$ cat src/rtl/jam_cost_server_if.sv
// Lookup/load link between the assignment engine and the jam_cost_server cost table.
// master = engine/driver side, slave = cost-table responder.
interface jam_cost_server_if #(
  parameter int unsigned COST_W = 7,
  parameter int unsigned SUM_W  = 10,
  parameter int unsigned CNT_W  = 16
);
  logic              LD_VALID;
  logic              LD_READY;
  logic [COST_W-1:0] LD_DATA;
  logic              RELOAD;
  logic [2:0]        W;
  logic [2:0]        J;
  logic              REQ;
  logic [COST_W-1:0] Cost;
  logic              TABLE_RDY;
  logic              PERM_DONE;
  logic [SUM_W-1:0]  PERM_SUM;
  logic [CNT_W-1:0]  PERM_CNT;
  logic              PERM_ERR;
  logic [CNT_W-1:0]  ERR_CNT;
  logic [SUM_W-1:0]  GOLD_MIN;
  logic [CNT_W-1:0]  GOLD_MATCH;

  modport master (
    output LD_VALID, LD_DATA, RELOAD, W, J, REQ,
    input  LD_READY, Cost, TABLE_RDY, PERM_DONE, PERM_SUM, PERM_CNT,
           PERM_ERR, ERR_CNT, GOLD_MIN, GOLD_MATCH
  );

  modport slave (
    input  LD_VALID, LD_DATA, RELOAD, W, J, REQ,
    output LD_READY, Cost, TABLE_RDY, PERM_DONE, PERM_SUM, PERM_CNT,
           PERM_ERR, ERR_CNT, GOLD_MIN, GOLD_MATCH
  );
endinterface

$ cat src/rtl/jam_cost_server.sv
// 8x8 cost-table responder with zero-latency (W,J) lookup and a permutation-walk monitor.
// Optional: define GOLD_MIN_EN to build the minimum-sum tracker (GOLD_MIN / GOLD_MATCH).
module jam_cost_server #(
  parameter int unsigned COST_W = 7,
  parameter int unsigned SUM_W  = 10,
  parameter int unsigned CNT_W  = 16
) (
  input logic              CLK,
  input logic              RST_N,
  jam_cost_server_if.slave bus
);

  localparam int unsigned DEPTH = 64;
  localparam int unsigned IDX_W = 6;

  typedef enum logic {ST_LOAD, ST_SERVE} state_t;

  state_t            state, state_nx;
  logic [IDX_W-1:0]  idx, idx_nx;
  logic              ld_fire;
  logic              ld_ready, table_rdy;
  logic [COST_W-1:0] cost_tab [DEPTH];
  logic [COST_W-1:0] cost_c;

  logic [2:0]        exp_w;
  logic [7:0]        used;
  logic [SUM_W-1:0]  acc;
  logic              req_act, req_legal;
  logic [SUM_W-1:0]  sum_nx;

  logic              perm_done, perm_err;
  logic [SUM_W-1:0]  perm_sum;
  logic [CNT_W-1:0]  perm_cnt, err_cnt;
  logic [SUM_W-1:0]  gold_min;
  logic [CNT_W-1:0]  gold_match;

  // Next-state: RELOAD always returns to LOAD with the index rewound
  always_comb begin
    state_nx = state;
    idx_nx   = idx;
    ld_fire  = 1'b0;
    if (bus.RELOAD) begin
      state_nx = ST_LOAD;
      idx_nx   = '0;
    end else begin
      case (state)
        ST_LOAD: begin
          if (bus.LD_VALID) begin
            ld_fire = 1'b1;
            idx_nx  = idx + IDX_W'(1);
            if (idx == IDX_W'(DEPTH - 1)) state_nx = ST_SERVE;
          end
        end
        ST_SERVE: state_nx = ST_SERVE;
        default:  state_nx = ST_LOAD;
      endcase
    end
  end

  always_ff @(posedge CLK or negedge RST_N) begin
    if (!RST_N) begin
      state     <= ST_LOAD;
      idx       <= '0;
      ld_ready  <= 1'b1;
      table_rdy <= 1'b0;
    end else begin
      state     <= state_nx;
      idx       <= idx_nx;
      ld_ready  <= (state_nx == ST_LOAD);
      table_rdy <= (state_nx == ST_SERVE);
    end
  end

  // Table storage has no reset; contents are only meaningful once TABLE_RDY is high
  always_ff @(posedge CLK) begin
    if (ld_fire) cost_tab[idx] <= bus.LD_DATA;
  end

  assign cost_c    = (state == ST_SERVE) ? cost_tab[{bus.W, bus.J}] : '0;
  assign req_act   = bus.REQ && (state == ST_SERVE);
  assign req_legal = (bus.W == exp_w) && !used[bus.J];
  assign sum_nx    = acc + SUM_W'(cost_c);

  // Walk monitor: any illegal step drops the partial walk and waits for a fresh W=0
  always_ff @(posedge CLK or negedge RST_N) begin
    if (!RST_N) begin
      exp_w     <= '0;
      used      <= '0;
      acc       <= '0;
      perm_done <= 1'b0;
      perm_sum  <= '0;
      perm_cnt  <= '0;
      perm_err  <= 1'b0;
      err_cnt   <= '0;
    end else if (bus.RELOAD) begin
      exp_w     <= '0;
      used      <= '0;
      acc       <= '0;
      perm_done <= 1'b0;
      perm_sum  <= '0;
      perm_cnt  <= '0;
      perm_err  <= 1'b0;
      err_cnt   <= '0;
    end else begin
      perm_done <= 1'b0;
      if (req_act) begin
        if (!req_legal) begin
          perm_err <= 1'b1;
          if (err_cnt != '1) err_cnt <= err_cnt + CNT_W'(1);
          exp_w <= '0;
          used  <= '0;
          acc   <= '0;
        end else if (bus.W != 3'd7) begin
          used[bus.J] <= 1'b1;
          acc         <= sum_nx;
          exp_w       <= exp_w + 3'd1;
        end else begin
          perm_sum  <= sum_nx;
          perm_done <= 1'b1;
          if (perm_cnt != '1) perm_cnt <= perm_cnt + CNT_W'(1);
          exp_w <= '0;
          used  <= '0;
          acc   <= '0;
        end
      end
    end
  end

`ifdef GOLD_MIN_EN
  logic perm_fin;
  assign perm_fin = req_act && req_legal && (bus.W == 3'd7);

  // Track the smallest completed sum and how many completions hit it
  always_ff @(posedge CLK or negedge RST_N) begin
    if (!RST_N) begin
      gold_min   <= '1;
      gold_match <= '0;
    end else if (bus.RELOAD) begin
      gold_min   <= '1;
      gold_match <= '0;
    end else if (perm_fin) begin
      if (sum_nx < gold_min) begin
        gold_min   <= sum_nx;
        gold_match <= CNT_W'(1);
      end else if ((sum_nx == gold_min) && (gold_match != '1)) begin
        gold_match <= gold_match + CNT_W'(1);
      end
    end
  end
`else
  assign gold_min   = '1;
  assign gold_match = '0;
`endif

  assign bus.LD_READY   = ld_ready;
  assign bus.TABLE_RDY  = table_rdy;
  assign bus.Cost       = cost_c;
  assign bus.PERM_DONE  = perm_done;
  assign bus.PERM_SUM   = perm_sum;
  assign bus.PERM_CNT   = perm_cnt;
  assign bus.PERM_ERR   = perm_err;
  assign bus.ERR_CNT    = err_cnt;
  assign bus.GOLD_MIN   = gold_min;
  assign bus.GOLD_MATCH = gold_match;

endmodule

$ cat src/flat_wrapper.sv
// flat-port wrapper written by rule: the top's interface ports become plain ports
module jam_cost_server_flat 
#(
  parameter int unsigned COST_W = 7,
  parameter int unsigned SUM_W  = 10,
  parameter int unsigned CNT_W  = 16
)
  (CLK, RST_N, bus_LD_VALID, bus_LD_DATA, bus_RELOAD, bus_W, bus_J, bus_REQ, bus_LD_READY, bus_Cost, bus_TABLE_RDY, bus_PERM_DONE, bus_PERM_SUM, bus_PERM_CNT, bus_PERM_ERR, bus_ERR_CNT, bus_GOLD_MIN, bus_GOLD_MATCH);
  jam_cost_server_if #(.COST_W(COST_W), .SUM_W(SUM_W), .CNT_W(CNT_W)) bus_i ();
  input logic CLK;
  input logic RST_N;
  input wire logic [$bits(bus_i.LD_VALID)-1:0] bus_LD_VALID;
  input wire logic [$bits(bus_i.LD_DATA)-1:0] bus_LD_DATA;
  input wire logic [$bits(bus_i.RELOAD)-1:0] bus_RELOAD;
  input wire logic [$bits(bus_i.W)-1:0] bus_W;
  input wire logic [$bits(bus_i.J)-1:0] bus_J;
  input wire logic [$bits(bus_i.REQ)-1:0] bus_REQ;
  output wire logic [$bits(bus_i.LD_READY)-1:0] bus_LD_READY;
  output wire logic [$bits(bus_i.Cost)-1:0] bus_Cost;
  output wire logic [$bits(bus_i.TABLE_RDY)-1:0] bus_TABLE_RDY;
  output wire logic [$bits(bus_i.PERM_DONE)-1:0] bus_PERM_DONE;
  output wire logic [$bits(bus_i.PERM_SUM)-1:0] bus_PERM_SUM;
  output wire logic [$bits(bus_i.PERM_CNT)-1:0] bus_PERM_CNT;
  output wire logic [$bits(bus_i.PERM_ERR)-1:0] bus_PERM_ERR;
  output wire logic [$bits(bus_i.ERR_CNT)-1:0] bus_ERR_CNT;
  output wire logic [$bits(bus_i.GOLD_MIN)-1:0] bus_GOLD_MIN;
  output wire logic [$bits(bus_i.GOLD_MATCH)-1:0] bus_GOLD_MATCH;
  assign bus_i.LD_VALID = bus_LD_VALID;
  assign bus_i.LD_DATA = bus_LD_DATA;
  assign bus_i.RELOAD = bus_RELOAD;
  assign bus_i.W = bus_W;
  assign bus_i.J = bus_J;
  assign bus_i.REQ = bus_REQ;
  assign bus_LD_READY = bus_i.LD_READY;
  assign bus_Cost = bus_i.Cost;
  assign bus_TABLE_RDY = bus_i.TABLE_RDY;
  assign bus_PERM_DONE = bus_i.PERM_DONE;
  assign bus_PERM_SUM = bus_i.PERM_SUM;
  assign bus_PERM_CNT = bus_i.PERM_CNT;
  assign bus_PERM_ERR = bus_i.PERM_ERR;
  assign bus_ERR_CNT = bus_i.ERR_CNT;
  assign bus_GOLD_MIN = bus_i.GOLD_MIN;
  assign bus_GOLD_MATCH = bus_i.GOLD_MATCH;
  jam_cost_server #(.COST_W(COST_W), .SUM_W(SUM_W), .CNT_W(CNT_W)) u_core (.CLK(CLK), .RST_N(RST_N), .bus(bus_i));
endmodule
$ cat config.mk
export PLATFORM = sky130hd
export DESIGN_NAME = jam_cost_server_flat
export DESIGN_NICKNAME = d
export VERILOG_FILES = /design/src/rtl/jam_cost_server_if.sv /design/src/rtl/jam_cost_server.sv /design/src/flat_wrapper.sv
export SDC_FILE = /design/constraint.sdc
export NUM_CORES = 1
export LEC_CHECK = 0
export CORE_MARGIN = 2
export CORE_UTILIZATION = 45
export CTS_CLUSTER_DIAMETER = 80
export DETAILED_ROUTE_END_ITERATION = 8
export GPL_TIMING_DRIVEN = 0
export PLACE_DENSITY = 0.69
export SLEW_MARGIN = 25
export SYNTH_ARGS = -nofsm -noshare
export SYNTH_HDL_FRONTEND = slang
export SYNTH_SLANG_ARGS = --single-unit
export TNS_END_PERCENT = 10
$ cat constraint.sdc
create_clock -name CLK -period 4.5 [get_ports CLK]
set_clock_uncertainty 0.15 [all_clocks]
set_input_delay 0.9 -clock CLK [delete_from_list [all_inputs] [get_ports CLK]]
set_output_delay 0.9 -clock CLK [all_outputs]
set_load 0.05 [all_outputs]
==> impl_metrics.env <==
export IMPL_synth_xor_area_share_pct=1.51
export IMPL_max_cap_viol_count=0
export IMPL_die_width_microns=225
export IMPL_synth_top_family_by_area="multiplexers"
export IMPL_setup_viol=4
export IMPL_yosys_area_share_simple_pct=7.28
export IMPL_drt_total_wl_microns=60900
export IMPL_power_frac_comb_pct=6.5
export IMPL_worstMarginPinSlew_ps=950
export IMPL_port_buffers=65
export IMPL_power_density_nw_per_um2=395
export IMPL_cts_sinks=521
export IMPL_startpoint_type="input port"
export IMPL_first_pass_iters=6
export IMPL_cts_buffer_depth=3
export IMPL_track_usage_pct=24.2
export IMPL_final_setup_worst_slack_ps=-39.9
export IMPL_startpoint="bus_W[0]"
export IMPL_start_util_pct=45.3
export IMPL_syn_avg_cell_area_sq_um=15.9
export IMPL_grtUsageMet2_pct=37.1
export IMPL_path_clk_slew_ps=60
export IMPL_fp_row_count=81
export IMPL_synth_area_sq_um=22100
export IMPL_io_pins=97
export IMPL_path_class="input port to output port"
export IMPL_r2r_slack_ps=680
export IMPL_gr_total_overflow=0
export IMPL_peakVddDrop_v=0.000298
export IMPL_root_buffer="clkbuf_16"
export IMPL_layout_commonest_cell="edfxtp_1"
export IMPL_place_ws_ps=-1350
export IMPL_die_height_microns=225
export IMPL_rsz0062_at_grt="true"
export IMPL_layout_drive_gt1_share_pct=20.1
export IMPL_synth_adder_area_share_pct=0.715
export IMPL_ys_flop_type="edfxtp_1"
export IMPL_synth_top_area_share_pct=61.0
export IMPL_synth_largest_area_cell="edfxtp_1"
export IMPL_use_met3_pct=7.18
export IMPL_crit_path_max_incr_delay_ps=720
export IMPL_outcome="finished with violations"
export IMPL_cp_top_family="buffers and inverters"
export IMPL_yosys_register_bits=521
export IMPL_power_frac_clock_pct=41.3
export IMPL_grt_pass1_wl_microns=88800
export IMPL_netSwitchingFraction_pct=22.9
export IMPL_clk_latency_ps=620
export IMPL_cts_buffers=52
export IMPL_finalCritPeriodShare_pct=101
export IMPL_crit_fanout=10
export IMPL_violations="negative setup slack"
export IMPL_syn_inst=1384
export IMPL_path_cells="clkdlybuf4s50_1 -> buf_2 -> clkbuf_1 -> a21oi_1 -> o21ai_1 -> nand4_1 -> o311a_1 -> buf_4"
export IMPL_synth_edf_count=448
export IMPL_intPower_w=0.00777
export IMPL_cp_data_required_time_ps=3450
export IMPL_grt_util_met1_pct=32.4
export IMPL_mostFrequentLayoutCells="edfxtp_1, nor2_1, dfrtp_1"
export IMPL_synth_area_top_cells="edfxtp_1, dfrtp_1, mux4_2"
export IMPL_viasPerCell=6.15
export IMPL_critPathBufInv=4
export IMPL_finalNetCount=1559
export IMPL_rr_endpoint="u_core.bus.PERM_SUM[7]"
export IMPL_place_congestion=0.978
export IMPL_reg2regPathDepth=11
export IMPL_cpMaxStageDelayCell="clkdlybuf4s50_1"
export IMPL_first_iter_violations=1829
export IMPL_cp_endpoint="bus_Cost[2]"
export IMPL_syn_to_final_growth_pct=15.6
export IMPL_hold_viol=0
export IMPL_ctsHtreeMaxLevel=2
export IMPL_grt_max_degree=65
export IMPL_switchingPower_w=0.00231
export IMPL_power_leakage_nw=8.66
export IMPL_cts_tree="built"
export IMPL_synth_warnings=0
export IMPL_grt_pass1_vias=13200
export IMPL_period_minus_slack_ps=4540
export IMPL_core_sq_um=48600
export IMPL_antenna_found_initial=1
export IMPL_dr_total_vias=13500
export IMPL_gr_max_usage_layer="met2"
export IMPL_synth_cell_types=83
export IMPL_postRouteAntennaNets=0
export IMPL_seq_power_share_pct=52.2
export IMPL_drv_slew=0
export IMPL_p_total_w=0.0101
export IMPL_cts_hold_buf=0
export IMPL_cp_end_kind="output port"
export IMPL_async_flop_share_pct=14.0
export IMPL_n_fill_cell=3938
export IMPL_antenna_cells=0
export IMPL_hpwl_microns=39700
export IMPL_hp_class="input port to asynchronous set/reset pin"
export IMPL_synthMuxAreaShare_pct=10.8
export IMPL_crit_cells=8
export IMPL_synth_compound_area_share_pct=7.18
export IMPL_timing_rr_start="u_core.cost_tab[43][6]"
export IMPL_wl_per_cell_microns=27.7
export IMPL_die_area_sq_um=50800
export IMPL_max_freq_mhz=220
export IMPL_synth_seq_area_share_pct=69.3
export IMPL_slew_headroom_pct=36.7
export IMPL_critPathArrivalTime_ps=3490
export IMPL_drcViolationCount=0
[registers in the layout, indices dropped and copies added (netlist names)]
signal,cells
u_core.bus.PERM_ERR,1
u_core.used,8
u_core.exp_w,3
u_core.bus.LD_READY,1
u_core.idx,6
u_core.acc,10
u_core.bus.PERM_DONE,1
u_core.bus.PERM_SUM,10
u_core.bus.PERM_CNT,16
u_core.state,1
u_core.cost_tab,448
u_core.bus.ERR_CNT,16
[area by class of cell]
type                       count  area [sq um]  area share [%]
tap                          622           778            3.05
clock buffer                  68          1390            5.46
clock inverter                29           244           0.957
inverter                      14          53.8           0.211
timing repair buffer          69           666            2.61
multi-input combinational    765          6300            24.7
buffer                       106           785            3.08
sequential                   521         15300            59.9
[how the worst min path moves through the flow]
stage                   start             end  slack [ps]  depth (start not counted)
3_5_place_dp   u_core.used[1]  u_core.used[1]         340                          2
5_1_grt                 RST_N   u_core.acc[4]          90                          1
2_1_floorplan  u_core.used[1]  u_core.used[1]         310                          2
4_1_cts                 RST_N   u_core.acc[3]          70                          1
6_report                RST_N   u_core.acc[3]          70                          1
3_3_place_gp   u_core.used[7]  u_core.used[7]         320                          2
[cell usage after synthesis (4+ instances only)]
master / number
dfrtp_1: 72
o2bb2ai_1: 5
nor3_1: 7
or3_1: 7
a31oi_1: 16
and2_1: 7
clkbuf_1: 26
nand3_1: 20
inv_1: 12
o31ai_1: 4
a21oi_1: 42
buf_4: 39
o311a_1: 4
or4_1: 4
and4_1: 6
nor2_1: 141
nor2b_1: 7
a211oi_1: 7
mux2_2: 32
o22ai_1: 16
a22oi_1: 28
or2_2: 7
a21o_1: 4
a22o_1: 9
o21ai_0: 35
a221o_1: 4
mux4_1: 15
edfxtp_1: 448
nand2_1: 60
buf_2: 29
o221ai_1: 7
mux2i_1: 55
buf_6: 8
ha_1: 11
o21a_1: 4
xnor2_1: 33
o211ai_1: 5
nand4_1: 7
nor4_2: 12
a221oi_1: 8
xor2_1: 5
buf_1: 5
mux4_2: 47
[timing repair]
item / CTS / global route
pin swaps: 2 / 2
gates resized for setup: 95 / 20
setup buffers: 1 / 0
endpoints found under the setup margin: 23 / 16
[per-layer routing]
layer	part of all wire (%)	vias to the layer above
li1	-	5660
met1	38	6796
met2	46	877
met3	12	154
met4	4.1	0
met5	0	-
[stage by stage]
step	cells	setup TNS (ps)	util [%]	hold WS [ps]	cell area, sq um
3_5_place_dp	2098	-26310	48.7	338	23700
4_1_cts	2194	-22.1	52.3	67.6	25400
5_1_grt	2194	-94.2	52.4	94.2	25500
6_report	2194	-123	52.4	73.7	25500
3_3_place_gp	2095	-38940	48.6	319	23600
2_1_floorplan	1408	-4.50	-	307	22200
[kinds of logic (layout without fill, tap and decap cells)]
family,count (synthesis),count (layout)
AOI/OAI and AO/OA,225,225
and+or+nand+nor,314,314
buffers and inverters,122,286
xor gates and xnor gates,38,38
adders and majority gates,12,12
other,2,26
muxes,150,150
DFF,521,521
[power by group through the flow]
stage / Combinational (W) / Clock (W) / Sequential, W
finish: 0.000652 / 0.00417 / 0.00526
global route: 0.000673 / 0.00441 / 0.00526
CTS: 0.000631 / 0.00421 / 0.00526
detailed placement: 0.000612 / 0 / 0.00536
global placement: 0.000601 / 0 / 0.00537
floorplan: 0.000347 / 0 / 0.00536
[worst reg2reg max path: cells and delay by family (launching register included)]
family,cells,cell delay [ps]
multiplexers,2,1110
AND/OR/NAND/NOR,4,970
AO/OA/AOI/OAI,4,800
flip-flops,1,350
adder cells (fa/ha/maj),1,280
Power figures use the tool's default switching activity.
==> RTL edit 1, RTL diff (config.mk and constraints unchanged) <==
`COST_W` is set to 7 in 3 places; all go to 14.
--- a/src/rtl/jam_cost_server_if.sv
+++ b/src/rtl/jam_cost_server_if.sv
@@ -1,7 +1,7 @@
 // Lookup/load link between the assignment engine and the jam_cost_server cost table.
 // master = engine/driver side, slave = cost-table responder.
 interface jam_cost_server_if #(
-  parameter int unsigned COST_W = 7,
+  parameter int unsigned COST_W = 14,
   parameter int unsigned SUM_W  = 10,
   parameter int unsigned CNT_W  = 16
 );
--- a/src/rtl/jam_cost_server.sv
+++ b/src/rtl/jam_cost_server.sv
@@ -1,7 +1,7 @@
 // 8x8 cost-table responder with zero-latency (W,J) lookup and a permutation-walk monitor.
 // Optional: define GOLD_MIN_EN to build the minimum-sum tracker (GOLD_MIN / GOLD_MATCH).
 module jam_cost_server #(
-  parameter int unsigned COST_W = 7,
+  parameter int unsigned COST_W = 14,
   parameter int unsigned SUM_W  = 10,
   parameter int unsigned CNT_W  = 16
 ) (
--- a/src/flat_wrapper.sv
+++ b/src/flat_wrapper.sv
@@ -1,7 +1,7 @@
 // flat-port wrapper written by rule: the top's interface ports become plain ports
 module jam_cost_server_flat 
 #(
-  parameter int unsigned COST_W = 7,
+  parameter int unsigned COST_W = 14,
   parameter int unsigned SUM_W  = 10,
   parameter int unsigned CNT_W  = 16
 )
Ports: changed (resized bus_Cost and bus_LD_DATA); port bits go from 97 to 111. No check against the original RTL was run, so the function may have changed too.
==> RTL edit 1 against the original RTL <==
  * The run still ends with setup timing left
  * Non-clock buffer count increased by 212
  * Sequential share of layout area decreased by 0.52 points
  * Sequential cell count increased by 448
  * Highest routed layer is now met5
  * Worst setup slack got worse by 0.22 ns
  * Count of clock-buffer cells in the layout increased by 57
  * Power increased by 93%
  * Wire length increased by 140%
  * Final area increased by 90%
  * Die area increased by 75%
  * Fmax decreased by 4.6%
  * Synthesized area increased by 77%
  * Critical endpoint is now bus_Cost[10]
==> RTL edit 1: results (changes against the original RTL) <==
vias_per_cell: 6.52  # +6.0%
setup_slack_ns: -0.261  # -0.221 ns
hp-class: "primary input to flop"
grtUsageMet2_pct: 47.0  # +9.9 points
drtIter0Drc: 4165  # +130%
synth_common_cells: "edfxtp_1, nor2_1, mux2i_1, a21oi_1, mux4_2"
dp_hpwl_um: 91400  # +130%
cap_violations: 0  # unchanged
routabilityCongestion: 0.986  # +0.85%
crit_path_start: "bus_W[0]"
post_drt_wl_per_cell_um: 37.4  # +35%
grt_max_degree: 65  # unchanged
timing.hold.ws_ns: 0.334  # +0.261 ns
yosysUniqueCellTypes: 77  # -7.2%
crit_end: "bus_Cost[10]"
p_leak_uw: 0.0165  # +90%
min_path_cells: 1
regToRegSetupSlack_ns: 0.19  # -0.49 ns
synth_edf_count: 896  # +100%
grtUsageMet1_pct: 40.9  # +8.5 points
ff2ff_path_depth: 6  # -5
seq_area_frac_synth_pct: 73.6  # +4.3 points
grtUsageTotal_pct: 32.3  # +8.0 points
firstDrtPassIters: 9  # +3
largest_reg_flops: 896  # +100%
switching_power_uw: 4650  # +100%
drive_gt1_share_pct: 29.6  # +9.5 points
post-place-ws_ns: -3.20  # -1.84 ns
worstHoldStart: "bus_LD_DATA[8]"
cp_slowest_cell: "clkbuf_2"
cts_max_level: 3  # +1
cts_buffers: 99  # +90%
synth_area_leaders: "edfxtp_1, mux4_2, dfrtp_1, mux2i_1, nor2_1"
grt_pass1_vias: 24099  # +83%
crit_arrival_ns: 3.71  # +0.22 ns
crit_family: "buffers and inverters"
nets: 2672  # +71%
cts_buffer_depth: 3  # unchanged
r2r-start: "u_core.state"
regMostFlops: "u_core.cost_tab"
yosysWarnings: 0  # unchanged
finalSetupViolCount: 19  # +15
grt_pass1_wl_um: 196000  # +120%
tns_ns: -2.20  # -2.07 ns
cpPeakStageDelay_ns: 0.60  # -0.12 ns
clk_latency_ns: 0.70  # +0.08 ns
maxSlewHeadroom_pct: 15.8  # -21 points
postSynth.asyncResetShare_pct: 7.53  # -6.5 points
worst-path-max-fanout: 10  # unchanged
violations: "setup timing"
antenna_found_initial: 5  # +4
r2r_end: "u_core.cost_tab[46][9]"
status: "complete, but fails checks"
grt_use_met3_pct: 11.6  # +4.4 points
vdd_drop_max_mv: 0.283  # -5.0%
port-buffer-count: 81  # +25%
RTL edit 1: layout make-up:
cell class | instances | area (um2)
Fill cell | 6491 | 38000
Sequential cell | 969 | 28700
Multi-Input combinational cell | 1164 | 10400
Timing Repair Buffer | 230 | 2600
Clock buffer | 125 | 2600
Buffer | 157 | 2030
Tap cell | 1155 | 1450
Clock inverter | 59 | 487
Inverter | 12 | 51.3
Antenna cell | 2 | 5.00
RTL edit 1: per-stage QoR:
stage,area (um2),power (uW),std cells
floorplan,39300,10600,2303
global placement,41600,11300,3539
detailed placement,42600,11300,3595
CTS,48200,19400,3870
global route,48400,19800,3871
finish,48400,19500,3873
RTL edit 1: repair_timing:
item / CTS / global route
pin swaps: 33 / 15
endpoints found under the hold margin: 16 / 0
cloned: 7 / 0
buffers inserted: 84 / 1
endpoints found under the setup margin: 34 / 22
gates resized for setup: 473 / 32
hold buffers: 1 / 0
RTL edit 1: metal layers:
metal	share of wire, %	vias to the layer above	wire, um
met5	0.044	-	64
met4	8.0	4	11600
met3	14	526	20500
met2	43	2153	62200
met1	35	12815	50300
li1	-	9742	-
RTL edit 1: power by group through the flow:
stage	logic [uW]	clock network [uW]	registers (uW)
floorplan	597	0	10100
global placement	1240	0	10100
detailed placement	1270	0	10100
CTS	1570	7930	9860
global route	1650	8300	9860
finish	1660	7940	9860
RTL edit 1: cells by family after synthesis:
| family | share of synthesized area, % |
|---|---|
| flops | 73.6 |
| compound gates | 6.97 |
| simple gates | 4.49 |
| mux | 11.0 |
| buf+inv | 2.64 |
| xor+xnor | 0.852 |
| fa+ha+maj | 0.468 |
| other cells | 0.0192 |
==> RTL edit 2, RTL diff (same settings) <==
Made on the original files. Add a define of `GOLD_MIN_EN`.
--- a/src/rtl/jam_cost_server.sv
+++ b/src/rtl/jam_cost_server.sv
@@ -1,5 +1,7 @@
 // 8x8 cost-table responder with zero-latency (W,J) lookup and a permutation-walk monitor.
 // Optional: define GOLD_MIN_EN to build the minimum-sum tracker (GOLD_MIN / GOLD_MATCH).
+`define GOLD_MIN_EN
+
 module jam_cost_server #(
   parameter int unsigned COST_W = 7,
   parameter int unsigned SUM_W  = 10,
Check against the original RTL: no difference found for any inputs over 10 cycles, from zero or initial values and one cycle with RST_N low; that may be too few to reach the edited logic, so the function may still have changed.
==> RTL edit 2 against the original RTL <==
  * The flow still finishes with violations (setup timing)
  * Wire length up 14%
  * Combinational power up 11%
  * Clock power up 4%
  * Synthesized area up 5.1%
  * Synthesized cell count up 12%
  * Worst setup slack worse by 1.0 ns
  * Hold slack worse by 0.035 ns
  * Power up 4.8%
  * Sequential cell count up 26
  * Final area up 12%
  * Sequential power up 4.6%
  * Sequential share of layout area down 4.2 points
  * Critical path depth up 17
  * Critical path type is now primary input to flop
  * Highest routed layer unchanged
==> RTL edit 2: results (changes against the original RTL) <==
post_cts_resized: 175  # +84%
vdd_drop_max_mv: 0.291  # -2.6%
status: "complete, but fails checks"
r2r-start: "u_core.state"
synthAdderAreaFrac_pct: 1.27  # +0.56 points
crit_arrival_ns: 5.96  # +2.47 ns
cpPeakStageDelay_ns: 0.47  # -0.25 ns
clk_latency_ns: 0.63
antenna_found_initial: 0  # -1
dp.cells: 2320  # +11%
post_drt_wl_per_cell_um: 28.0  # +0.86%
post-place-ws_ns: -3.54  # -2.18 ns
cp_slowest_cell: "or4_4"
drive_gt1_share_pct: 23.7  # +3.6 points
cts_setup_buffers: 57  # +56
synth_common_cells: "edfxtp_1, nor2_1, dfrtp_1, nand2_1, a21oi_1"
wl_met2_um: 31900  # +15%
grt_pass1_vias: 15138  # +15%
routabilityCongestion: 0.947  # -3.1%
synth_mux_area_share_pct: 10.1  # -0.70 points
signal_buffer_area_fraction_pct: 8.76  # +3.1 points
postSynth.asyncResetShare_pct: 18.1  # +4.1 points
seq_share_pct: 55.7  # -4.2 points
tns_ns: -23.23  # -23.11 ns
violations: "setup timing"
hp-class: "primary input to asynchronous set/reset pin"
finalSetupViolCount: 26  # +22
port-buffer-count: 91  # +40%
ff2ff_path_depth: 19  # +8
drt-met1-wl_um: 27100  # +16%
dp_hpwl_um: 44000  # +11%
synth_area_leaders: "edfxtp_1, dfrtp_1, mux4_2, nor2_1, mux2i_1"
yosysUniqueCellTypes: 77  # -7.2%
regToRegSetupSlack_ns: -0.92  # -1.60 ns
maxSlewHeadroom_pct: 39.2  # +2.5 points
crit_end: "u_core.bus.GOLD_MATCH[8]"
firstDrtPassIters: 9  # +3
grtUsageMet1_pct: 35.6  # +3.3 points
clk_share_pct: 5.82  # -0.60 points
crit_path_start: "bus_J[1]"
drtIter0Drc: 2029  # +11%
crit_family: "simple AND/OR/NAND/NOR gates"
grtUsageMet2_pct: 40.1  # +3.0 points
seq_area_frac_synth_pct: 68.8  # -0.49 points
cts_buffers: 55  # +5.8%
clkbuf_count: 75  # +10%
multi_input_area_share_pct: 26.3  # +1.6 points
grt_pass1_wl_um: 101000  # +14%
buffers: 238  # +36%
synth.avg_cell_area_um2: 15.0  # -6.0%
grtUsageTotal_pct: 26.0  # +1.8 points
fillCellCount: 3967  # +0.74%
drt_wl_total_um: 69400  # +14%
vias_per_cell: 6.23  # +1.4%
nets: 1799  # +15%
nMultiInputCombCells: 885  # +16%
inv_count: 31  # +17
p_leak_uw: 0.00981  # +13%
synth-compound-area-share_pct: 8.12  # +0.94 points
setup_slack_ns: -1.07  # -1.03 ns
RTL edit 2: changes by cell type after synthesis, sizes merged, moves of 13 or more:
| cell | change |
|---|---|
| buf | -37 |
| a21oi | +27 |
| nand2 | +26 |
| nor2 | +22 |
| dfrtp | +16 |
| inv | +16 |
| nor3 | +14 |
| a22oi | -13 |
| clkbuf | +13 |
RTL edit 2: stage by stage:
step / hold slack (ns) / cell area (um2) / util, %
after floorplan: 0.312 / 23700 / -
after global placement: 0.328 / 25400 / 49.8
after detailed placement: 0.341 / 25500 / 49.8
after CTS: 0.0326 / 28400 / 55.6
after global routing: 0.0637 / 28600 / 56.0
final: 0.0384 / 28600 / 56.0
RTL edit 2: kinds of logic after synthesis:
logic type / after synthesis
flops: 547
simple gates: 409
compound gates: 270
mux: 152
buf+inv: 115
xor+xnor: 31
fa+ha+maj: 23
RTL edit 2: where the power goes:
group	leakage (uW)	internal, uW	switching [uW]
registers	0.00537	5490	6.45
clock network	0.000814	2440	1910
logic	0.00363	272	451
total	0.00981	8200	2370
